<file path="config.mk">
export PLATFORM = sky130hd
export DESIGN_NAME = serial_word_loader_flat
export DESIGN_NICKNAME = d
export VERILOG_FILES = /design/src/rtl/serial_word_loader_if.sv /design/src/rtl/serial_word_loader.sv /design/src/flat_wrapper.sv
export SDC_FILE = /design/constraint.sdc
export NUM_CORES = 1
export LEC_CHECK = 0
export ABC_AREA = 1
export BUFFER_PORTS_ARGS = -buffer_cell sky130_fd_sc_hd__buf_2
export CAP_MARGIN = 10
export CELL_PAD_IN_SITES_DETAIL_PLACEMENT = 1
export CELL_PAD_IN_SITES_GLOBAL_PLACEMENT = 1
export CORE_MARGIN = 1.5
export CORE_UTILIZATION = 40
export CTS_CLUSTER_DIAMETER = 100
export DETAILED_ROUTE_END_ITERATION = 6
export GPL_TIMING_DRIVEN = 0
export PLACE_DENSITY_LB_ADDON = 0.1
export SYNTH_ARGS = -nofsm -noshare
export SYNTH_HDL_FRONTEND = slang
export SYNTH_SLANG_ARGS = --single-unit
</file>
<file path="constraint.sdc">
create_clock -name i_CLK -period 2.2 [get_ports i_CLK]
set_input_delay 0 -clock i_CLK [delete_from_list [all_inputs] [get_ports i_CLK]]
set_output_delay 0 -clock i_CLK [all_outputs]
set_load 0.05 [all_outputs]
</file>
<file path="src/rtl/serial_word_loader_if.sv">
// Handshake and serial-drive bundle between an upstream word source and the loader.
// The loader connects through the slave modport; the word source uses master.
interface serial_word_loader_if #(
    parameter int WIDTH = 10
);
    logic             i_VALID;
    logic [WIDTH-1:0] i_DATA;
    logic             o_READY;
    logic             i_STALL;
    logic             o_SI;
    logic             o_EN;
    logic             o_BUSY;
    logic             o_DONE;

    modport master (
        output i_VALID,
        output i_DATA,
        output i_STALL,
        input  o_READY,
        input  o_SI,
        input  o_EN,
        input  o_BUSY,
        input  o_DONE
    );

    modport slave (
        input  i_VALID,
        input  i_DATA,
        input  i_STALL,
        output o_READY,
        output o_SI,
        output o_EN,
        output o_BUSY,
        output o_DONE
    );
endinterface

</file>
<file path="src/rtl/serial_word_loader.sv">
// Parallel-to-serial loader feeding a right-shifting shift register.
// A word accepted over valid/ready is sent LSB first over exactly WIDTH enabled
// cycles, so the downstream register ends up holding the word unchanged.
// A one-cycle completion flag follows the last bit.
module serial_word_loader #(
    parameter int WIDTH = 10
) (
    input  logic                i_CLK,
    input  logic                i_RST,
    serial_word_loader_if.slave bus
);

    localparam int CNT_W = $clog2(WIDTH + 1);
    localparam logic [CNT_W-1:0] LAST_BIT = CNT_W'(WIDTH - 1);

    typedef enum logic [1:0] {
        IDLE,
        SHIFT,
        DONE
    } state_t;

    state_t             state;
    state_t             next_state;
    logic [WIDTH-1:0]   data_buf;
    logic [CNT_W-1:0]   bit_cnt;
    logic               accept;
    logic               shift_fire;

    // A word is taken only while idle; a bit is consumed on every unstalled SHIFT cycle.
    assign accept     = (state == IDLE) && bus.i_VALID;
    assign shift_fire = (state == SHIFT) && !bus.i_STALL;

    // State register; reset aborts any load in flight without a completion pulse.
    always_ff @(posedge i_CLK or posedge i_RST) begin
        if (i_RST) begin
            state <= IDLE;
        end else begin
            state <= next_state;
        end
    end

    // Next-state decode: leave SHIFT only on the edge that consumes the final bit.
    always_comb begin
        next_state = state;
        unique case (state)
            IDLE: begin
                if (accept) begin
                    next_state = SHIFT;
                end
            end
            SHIFT: begin
                if (shift_fire && (bit_cnt == LAST_BIT)) begin
                    next_state = DONE;
                end
            end
            DONE: begin
                next_state = IDLE;
            end
            default: begin
                next_state = IDLE;
            end
        endcase
    end

    // Word buffer and bit counter: load on accept, shift right with zero fill per sent bit.
    always_ff @(posedge i_CLK or posedge i_RST) begin
        if (i_RST) begin
            data_buf <= '0;
            bit_cnt  <= '0;
        end else if (accept) begin
            data_buf <= bus.i_DATA;
            bit_cnt  <= '0;
        end else if (shift_fire) begin
            data_buf <= data_buf >> 1;
            bit_cnt  <= bit_cnt + CNT_W'(1);
        end
    end

    // Output decode from state; the shift enable alone passes i_STALL through combinationally.
    always_comb begin
        bus.o_READY = 1'b0;
        bus.o_SI    = 1'b0;
        bus.o_EN    = 1'b0;
        bus.o_BUSY  = 1'b0;
        bus.o_DONE  = 1'b0;
        unique case (state)
            IDLE: begin
                bus.o_READY = 1'b1;
            end
            SHIFT: begin
                bus.o_BUSY = 1'b1;
                bus.o_SI   = data_buf[0];
                bus.o_EN   = !bus.i_STALL;
            end
            DONE: begin
                bus.o_BUSY = 1'b1;
                bus.o_DONE = 1'b1;
            end
            default: begin
                bus.o_READY = 1'b0;
            end
        endcase
    end

endmodule

</file>
<file path="src/flat_wrapper.sv">
// flat-port wrapper written by rule: the top's interface ports become plain ports
module serial_word_loader_flat 
#(
    parameter int WIDTH = 10
)
  (i_CLK, i_RST, bus_i_VALID, bus_i_DATA, bus_i_STALL, bus_o_READY, bus_o_SI, bus_o_EN, bus_o_BUSY, bus_o_DONE);
  serial_word_loader_if #(.WIDTH(WIDTH)) bus_i ();
  input  logic i_CLK;
  input  logic i_RST;
  input wire logic [$bits(bus_i.i_VALID)-1:0] bus_i_VALID;
  input wire logic [$bits(bus_i.i_DATA)-1:0] bus_i_DATA;
  input wire logic [$bits(bus_i.i_STALL)-1:0] bus_i_STALL;
  output wire logic [$bits(bus_i.o_READY)-1:0] bus_o_READY;
  output wire logic [$bits(bus_i.o_SI)-1:0] bus_o_SI;
  output wire logic [$bits(bus_i.o_EN)-1:0] bus_o_EN;
  output wire logic [$bits(bus_i.o_BUSY)-1:0] bus_o_BUSY;
  output wire logic [$bits(bus_i.o_DONE)-1:0] bus_o_DONE;
  assign bus_i.i_VALID = bus_i_VALID;
  assign bus_i.i_DATA = bus_i_DATA;
  assign bus_i.i_STALL = bus_i_STALL;
  assign bus_o_READY = bus_i.o_READY;
  assign bus_o_SI = bus_i.o_SI;
  assign bus_o_EN = bus_i.o_EN;
  assign bus_o_BUSY = bus_i.o_BUSY;
  assign bus_o_DONE = bus_i.o_DONE;
  serial_word_loader #(.WIDTH(WIDTH)) u_core (.i_CLK(i_CLK), .i_RST(i_RST), .bus(bus_i));
endmodule
</file>
=== Word-level counts from Yosys, hierarchy flattened ===
Index checks and enable logic that the tools add are counted.

* Add/sub/neg operators: 1
* Multiplexer cells: 12
* Reductions and logical operators: 8
* Eq/ne operators: 5

{| class="wikitable"
|+ Operators by type and width
! cell !! number
|-
| 10-bit two-way mux || 2
|-
| 4-bit two-way mux || 2
|-
| 1-bit two-way mux || 5
|-
| 4-bit by 1-bit adder with 4-bit output, second input constant || 1
|-
| 4-bit equality test, second input constant || 1
|-
| 2-bit two-way mux || 2
|-
| 2-bit case mux with 2 select lines || 1
|-
| 1-bit logical AND || 3
|-
| 2-bit by 1-bit equality test with 1-bit output, second input constant || 1
|-
| 2-bit equality test, second input constant || 1
|-
| 2-bit logical NOT || 1
|-
| 2-bit by 1-bit inequality test with 1-bit output, second input constant || 1
|-
| 2-bit inequality test, second input constant || 1
|-
| 2-bit AND reduction || 1
|-
| 2-bit nonzero test || 1
|-
| 2-bit OR reduction || 1
|-
| 1-bit logical NOT || 1
|}

* Register bits after elaboration: 16
* Output and inout port bits: 5
* Input bits: 14

=== Logic depth before layout (Yosys ltp) ===
Gate-level depths: netlist of run 1.

* Depth in word-level cells: 5
* Depth in mapped cells: 9
* Gate-level depth less buffers: 9

=== Worst setup path before layout of run 1 ===
No wires, ideal clock.

* Kind: register to register
* Start point: reg u_core.state[0]
* End point: reg u_core.data_buf[0]
* Setup time: 124 ps
* Arrival time: 1,549 ps
* Period minus slack after synthesis: 1,672 ps
* Setup slack: 528 ps
* Stages on the path, launching flop included: 9
* Cell sequence: dfrtp_1 > inv_1 > ha_1 > nand2_2 > inv_1 > nor2_2 > buf_6 > nand2_1 > nand3_1

* Longest elaborated chain between the ends: 3
* Elaborated cells between the ends (all ways): 6

{| class="wikitable"
|+ RTL lines
! item !! line !! RTL
|-
| start: declaration || serial_word_loader.sv:22 || <nowiki>state_t state;</nowiki>
|-
| start signal: assignment || serial_word_loader.sv:38 || <nowiki>state <= next_state;</nowiki>
|-
| 2-bit by 1-bit equality test with 1-bit output / 2-bit logical NOT (equally long branches) || serial_word_loader.sv:31, serial_word_loader.sv:30 ||
|-
| 1-bit logical AND (on tied branches) || serial_word_loader.sv:31, serial_word_loader.sv:30 ||
|-
| 2-bit nonzero test (no line) / 10-bit two-way mux (equally long branches) || - ||
|-
| end signal: assignment || serial_word_loader.sv:71 || <nowiki>data_buf <= bus.i_DATA;</nowiki>
|-
| end signal: assignment || serial_word_loader.sv:74 || <nowiki>data_buf <= data_buf >> 1;</nowiki>
|-
| end: declaration || serial_word_loader.sv:24 || <nowiki>logic [WIDTH-1:0] data_buf;</nowiki>
|}

Parallel ways exist; a longest one is shown, timed or not.
A chain may end at the register's enable or synchronous reset.

=== Worst setup path after layout of run 1 ===
* Start point: reg u_core.state[1]
* End point: out bus_o_EN

* Longest elaborated chain between the ends: 2

{| class="wikitable"
|+ RTL lines
! item !! line !! RTL
|-
| 2-bit by 1-bit equality test with 1-bit output || serial_word_loader.sv:86 || <nowiki>unique case (state)</nowiki>
|-
| 1-bit two-way mux || serial_word_loader.sv:86 ||
|-
| end: declaration || flat_wrapper.sv:15 || <nowiki>output wire logic [$bits(bus_i.o_EN)-1:0] bus_o_EN;</nowiki>
|}

Every way passes these cells.

==> results.ini, run 1 <==
[power_and_ir_drop]
peakVddDrop_mv=0.646
power_density_mw_per_mm2=1190
p_leak_nw=0.612

[clock_network]
cts_made_buffers=3
cts_tree=built
clock_latency_on_the_worst_skew_pair_ns=0.30
cts.sink_count=16
cts_root_buf=clkbuf_4
clk_pin_slew_worst_paths_ns=0.11
buffers_inserted_by_post_cts_timing_repair=0
max-clock-path-buffers=2
htree_num_levels=1

[routing]
route.detailed.drc=0
routed_via_density=4.73
wl_per_cell_um=12.9
drtAntennaViolNets=0
finalWirelength_um=2160
via_count=794
drtIter0Drc=5
firstDrtPassIters=4

[logic_synthesis]
synth.yosys.seq_area_share_pct=47.6
post_synth.cell_area_avg_um2=7.79
synthCells=108
synthDominantAreaCellType=dfrtp_1
mappedNetlistArea_um2=841
synth.ff_latch_count=16
ys_top_cells_by_area=dfrtp_1 48%, nand2_1 21%, ha_1 8.9%
synth_top_area_share_pct=47.6
yosys_warnings=0
synthesis.nets=128
synth_cell_types=15

[cells_and_area]
diodes=0
post_route_cells_drive_above_1_share_pct=21.3
layout_commonest_cell=nand2_1
final_core_util_pct=56.6
flow.area_growth_from_synthesis_pct=32.1
mostFrequentLayoutCells=48 x nand2_1, 19 x buf_2, 16 x dfrtp_1
final_cell_count_no_fill=168
filler_cell_count=262
fin_nets=162

[worst_setup_path]
max_stage_delay_ns=0.41
critical_path.startpoint_type=register
timing.critical_path.to_type=output pin
reg2regPathDepth=8
path_max_fanout=6
cp_data_required_time_ns=2.20
critPathArrivalTime_ns=1.57
worstPathCellList=inv_1 > ha_1 > inv_2 > nor2_4 > buf_2
timing.setup.critical_path_class=register to output pin
cp_slowest_cell=dfrtp_1

[min_path]
depth_of_the_worst_hold_timing_path=4
hold_path_class=primary input to register

[sta]
final.setup.tns_ns=0
final.setup.worst_slack_ns=0.632
timing.clock.skew_ns=0.0102
final.min_clock_period_ns=1.57
fin_crit_sh_pct=71.3
worst-slew-pin-transition_ns=0.647
timing.slew.headroom_pct=56.8
rsz0062_at_grt=no
timing.final.hold_violations=0
number_of_setup_violations_in_the_final_report=0
timing.fmax_mhz=638
drv_slew=0

[global_route]
grt_start_max_net_pins=17
grt_overflow=0
grt_usage_pct=21.8
via_count_of_the_first_global_routing_pass=886
grt_first_pass_wirelength_um=3940
grt_antenna_before_repair=0

[floorplanning]
dieWidth_um=48.8
starting_density_of_the_core_pct=42.9
vertical_extent_of_the_die_um=48.8
number_of_top_level_design_ports=19
floorplan.die_area_mm2=0.00239
core_area_mm2=0.00196
num_rows=16

[placement]
hpwl_um=1440
place.detailed.instances=153
dpl_worst_slack_ns=0.737
routabilityCongestion=0.740
port-buffer-count=18

[status]
outcome=finished clean

[run]
max-cap-violations=0

==> kinds of logic (layout without fill, tap and decap cells) <==
logic type      count (synthesis)  in the layout  synth area share (%)
simple gates                   70             70                  34.8
compound gates                  2              2                  1.19
flops                          16             16                  47.6
buf+inv                        14             47                  7.44
fa+ha+maj                       6              6                  8.93
==> area by class of cell <==
type | count | area, µm² | area share [%]
plain buffers | 2 | 16.3 | 1.46
multi-input cells | 78 | 378 | 34.0
well taps | 27 | 33.8 | 3.04
repair buffers | 29 | 200 | 18.0
flip-flops and latches | 16 | 400 | 36.0
inverters | 12 | 46.3 | 4.17
clock buffers | 4 | 36.3 | 3.27
==> timing repair <==
item,4_1_cts,5_1_grt
hold buffers,11,0
resized for setup,0,0
setup endpoints to repair,0,0
hold endpoints to repair,26,0
==> synth_stat cells <==
| cell | number |
|---|---|
| nand2_2 | 2 |
| inv_1 | 10 |
| o21ai_0 | 1 |
| nand2_1 | 48 |
| nor2_1 | 6 |
| buf_6 | 1 |
| ha_1 | 6 |
| a21oi_1 | 1 |
| nand3_1 | 12 |
| nor2_4 | 1 |
| buf_2 | 1 |
| nor2_2 | 1 |
| inv_2 | 1 |
| dfrtp_1 | 16 |
| clkinv_2 | 1 |
==> report_power, final <==
group	leakage (nW)	switching, W	total, W	internal [W]
registers	0.205	0.0000843	0.000499	0.000415
clock network	0.0210	0.000100	0.000201	0.000101
logic	0.386	0.000425	0.000626	0.000201
total	0.612	0.000610	0.00133	0.000716
==> layer usage <==
layer  vias to the layer above  wire [µm]  track usage [%]
met4                         0         23             7.62
met2                        14       1150             39.0
met3                         4         64             5.21
met1                       382        921             25.2
li1                        394          -                -
met5                         -          0                0
==> worst paths after layout <==
| check | startpoint | end | slack, ns |
|---|---|---|---|
| max | u_core.state[1] | bus_o_EN | 0.63 |
| min | bus_i_STALL | u_core.bit_cnt[2] | 0.02 |
| max reg2reg | u_core.state[0] | u_core.data_buf[3] | 0.74 |
| min reg2reg | u_core.data_buf[9] | u_core.data_buf[9] | 0.50 |
| max in group asynchronous | i_RST | u_core.data_buf[6] | 1.45 |
| min in group asynchronous | i_RST | u_core.state[1] | 0.32 |
==> worst max-delay path: cells and delay by family (launching register included) <==
kind                     cells  cell delay, ns
buffers and inverters        3            0.47
flip-flops                   1            0.41
adder cells (fa/ha/maj)      1            0.23
AND/OR/NAND/NOR              1            0.17
==> metrics by stage <==
stage	hold WS [ns]	power (W)	area, µm²
global placement	0.109	0.00108	965
detailed placement	0.114	0.00112	965
CTS	0.0182	0.00134	1110
global route	0.0346	0.00144	1110
floorplan	-0.0863	0.000976	841
finish	0.0243	0.00133	1110
==> flip-flops by register name, summed over array words and instances (netlist names) <==
name and flops:
u_core.data_buf 10, u_core.bit_cnt 4, u_core.state 2
(Power assumes the default switching activity.)
==> run 2, diff against run 1 <==
- CORE_UTILIZATION: 40 -> 37
- clock period: 2.2 -> 1.6 ns (I/O delays scaled with it)
==> results.ini, run 2 (same netlist as run 1, synthesis figures left out) <==
[placement]
placed_cell_area_um2=968
hpwl_um=1390
routabilityCongestion=0.698
port-buffer-count=18

[routing]
drtAntennaViolNets=0
finalWirelength_um=1980
route.detailed.drc=0
wl_per_cell_um=11.7
drtIter0Drc=3
routed_via_density=4.60
via_count=778
firstDrtPassIters=3

[worst_setup_path]
r2r_setup_slack_ns=0.16
critPathArrivalTime_ns=1.50
timing.critical_path.to_type=output pin
cp_data_required_time_ns=1.60
r2r_end=u_core.data_buf[5]
path_max_fanout=6
timing.critical_path.from=u_core.state[1]
rr_startpoint=u_core.state[1]
crit_path_end=bus_o_EN
timing.setup.critical_path_class=register to output pin
reg2regPathDepth=8
critical_path.startpoint_type=register

[sta]
timing.slew.headroom_pct=59.3
drv_slew=0
rsz0062_at_grt=no
final.setup.tns_ns=0
final.min_clock_period_ns=1.50
timing.final.hold_violations=0
worst-slew-pin-transition_ns=0.610
number_of_setup_violations_in_the_final_report=0
timing.clock.skew_ns=0.00698
timing.fmax_mhz=666
fin_crit_sh_pct=93.9

[power_and_ir_drop]
peakVddDrop_mv=0.793
p_leak_nw=0.610
power_density_mw_per_mm2=1640
fin_total_pwr_w=0.00184

[global_route]
grt_antenna_before_repair=0
grt_overflow=0
grt_first_pass_wirelength_um=3500
grt_usage_pct=18.8
via_count_of_the_first_global_routing_pass=846
grt_start_max_net_pins=17

[clock_network]
cts_root_buf=clkbuf_4
clk_pin_slew_worst_paths_ns=0.10
cts_tree=built
cts.sink_count=16
max-clock-path-buffers=2
htree_num_levels=1
cts_made_buffers=3
clock_latency_on_the_worst_skew_pair_ns=0.30

[min_path]
hp-start=bus_i_STALL
hold_path_class=primary input to register

[cells_and_area]
diodes=0
final_area_mm2=0.00112
flow.area_growth_from_synthesis_pct=33.2
post_route_cells_drive_above_1_share_pct=22.7
layout_commonest_cell=nand2_1
top_regs=u_core.data_buf (10), u_core.bit_cnt (4), u_core.state (2)
mostFrequentLayoutCells=48 x nand2_1, 18 x buf_2, 16 x dfrtp_1
fin_nets=162
max_flop_register=u_core.data_buf
largest_register_ffs=10

[status]
outcome=finished clean

[floorplanning]
number_of_top_level_design_ports=19
dieWidth_um=50.7
starting_density_of_the_core_pct=38.8
vertical_extent_of_the_die_um=50.7
core_area_mm2=0.00217
num_rows=17
floorplan.die_area_mm2=0.00257

[run]
max-cap-violations=0

[run 2: repair_timing]
item / in CTS / in global routing
setup buffers: 0 / 0
resized for setup: 1 / 1
hold buffers: 11 / 0
endpoints found under the setup margin: 1 / 1
endpoints found under the hold margin: 26 / 0
[run 2: final cells by class]
type / count / area, µm²
clock buffers: 4 / 36.3
well taps: 28 / 35.0
repair buffers: 29 / 203
fillers: 303 / 1050
multi-input cells: 78 / 383
plain buffers: 2 / 16.3
flip-flops and latches: 16 / 400
inverters: 12 / 46.3
[run 2: worst min-delay path by stage]
stage	endpoint	slack [ns]	cells past startpoint
CTS	u_core.bit_cnt[2]	0.01	4
finish	u_core.bit_cnt[2]	0.02	4
detailed placement	u_core.data_buf[4]	0.11	2
global placement	u_core.data_buf[4]	0.11	2
floorplan	u_core.bit_cnt[0]	-0.09	1
global route	u_core.bit_cnt[3]	0.05	4
[run 2: worst max-delay path: stages (launching register included)]
cell and delay (ns):
dfrtp_1 0.40, inv_1 0.11, ha_2 0.23, inv_2 0.05, nor2_4 0.17, buf_4 0.23
[run 2: where the power goes]
group,total [W],internal (W),switching [W]
Sequential,0.000684,0.000570,0.000114
Combinational,0.000874,0.000286,0.000588
Clock,0.000279,0.000139,0.000140
[run 2: layer usage]
metal / global-route usage, % / wire length, µm / part of all wire (%)
met3: 3.87 / 71 / 3.6
met2: 34.6 / 1040 / 53
met1: 19.4 / 822 / 41
met4: 10.8 / 46 / 2.3
met5: 0 / 0 / 0
[run 2: metrics by stage]
step / utilization, % / std cells / worst slack, ns / hold WS [ns]
6_report: 51.6 / 169 / 0.0983 / 0.0180
3_3_place_gp: 44.6 / 154 / 0.190 / 0.110
5_1_grt: 51.6 / 169 / 0.00587 / 0.0468
3_5_place_dp: 44.6 / 154 / 0.123 / 0.111
4_1_cts: 51.5 / 169 / 0.0380 / 0.0141
2_1_floorplan: - / 108 / 0.0997 / -0.0863
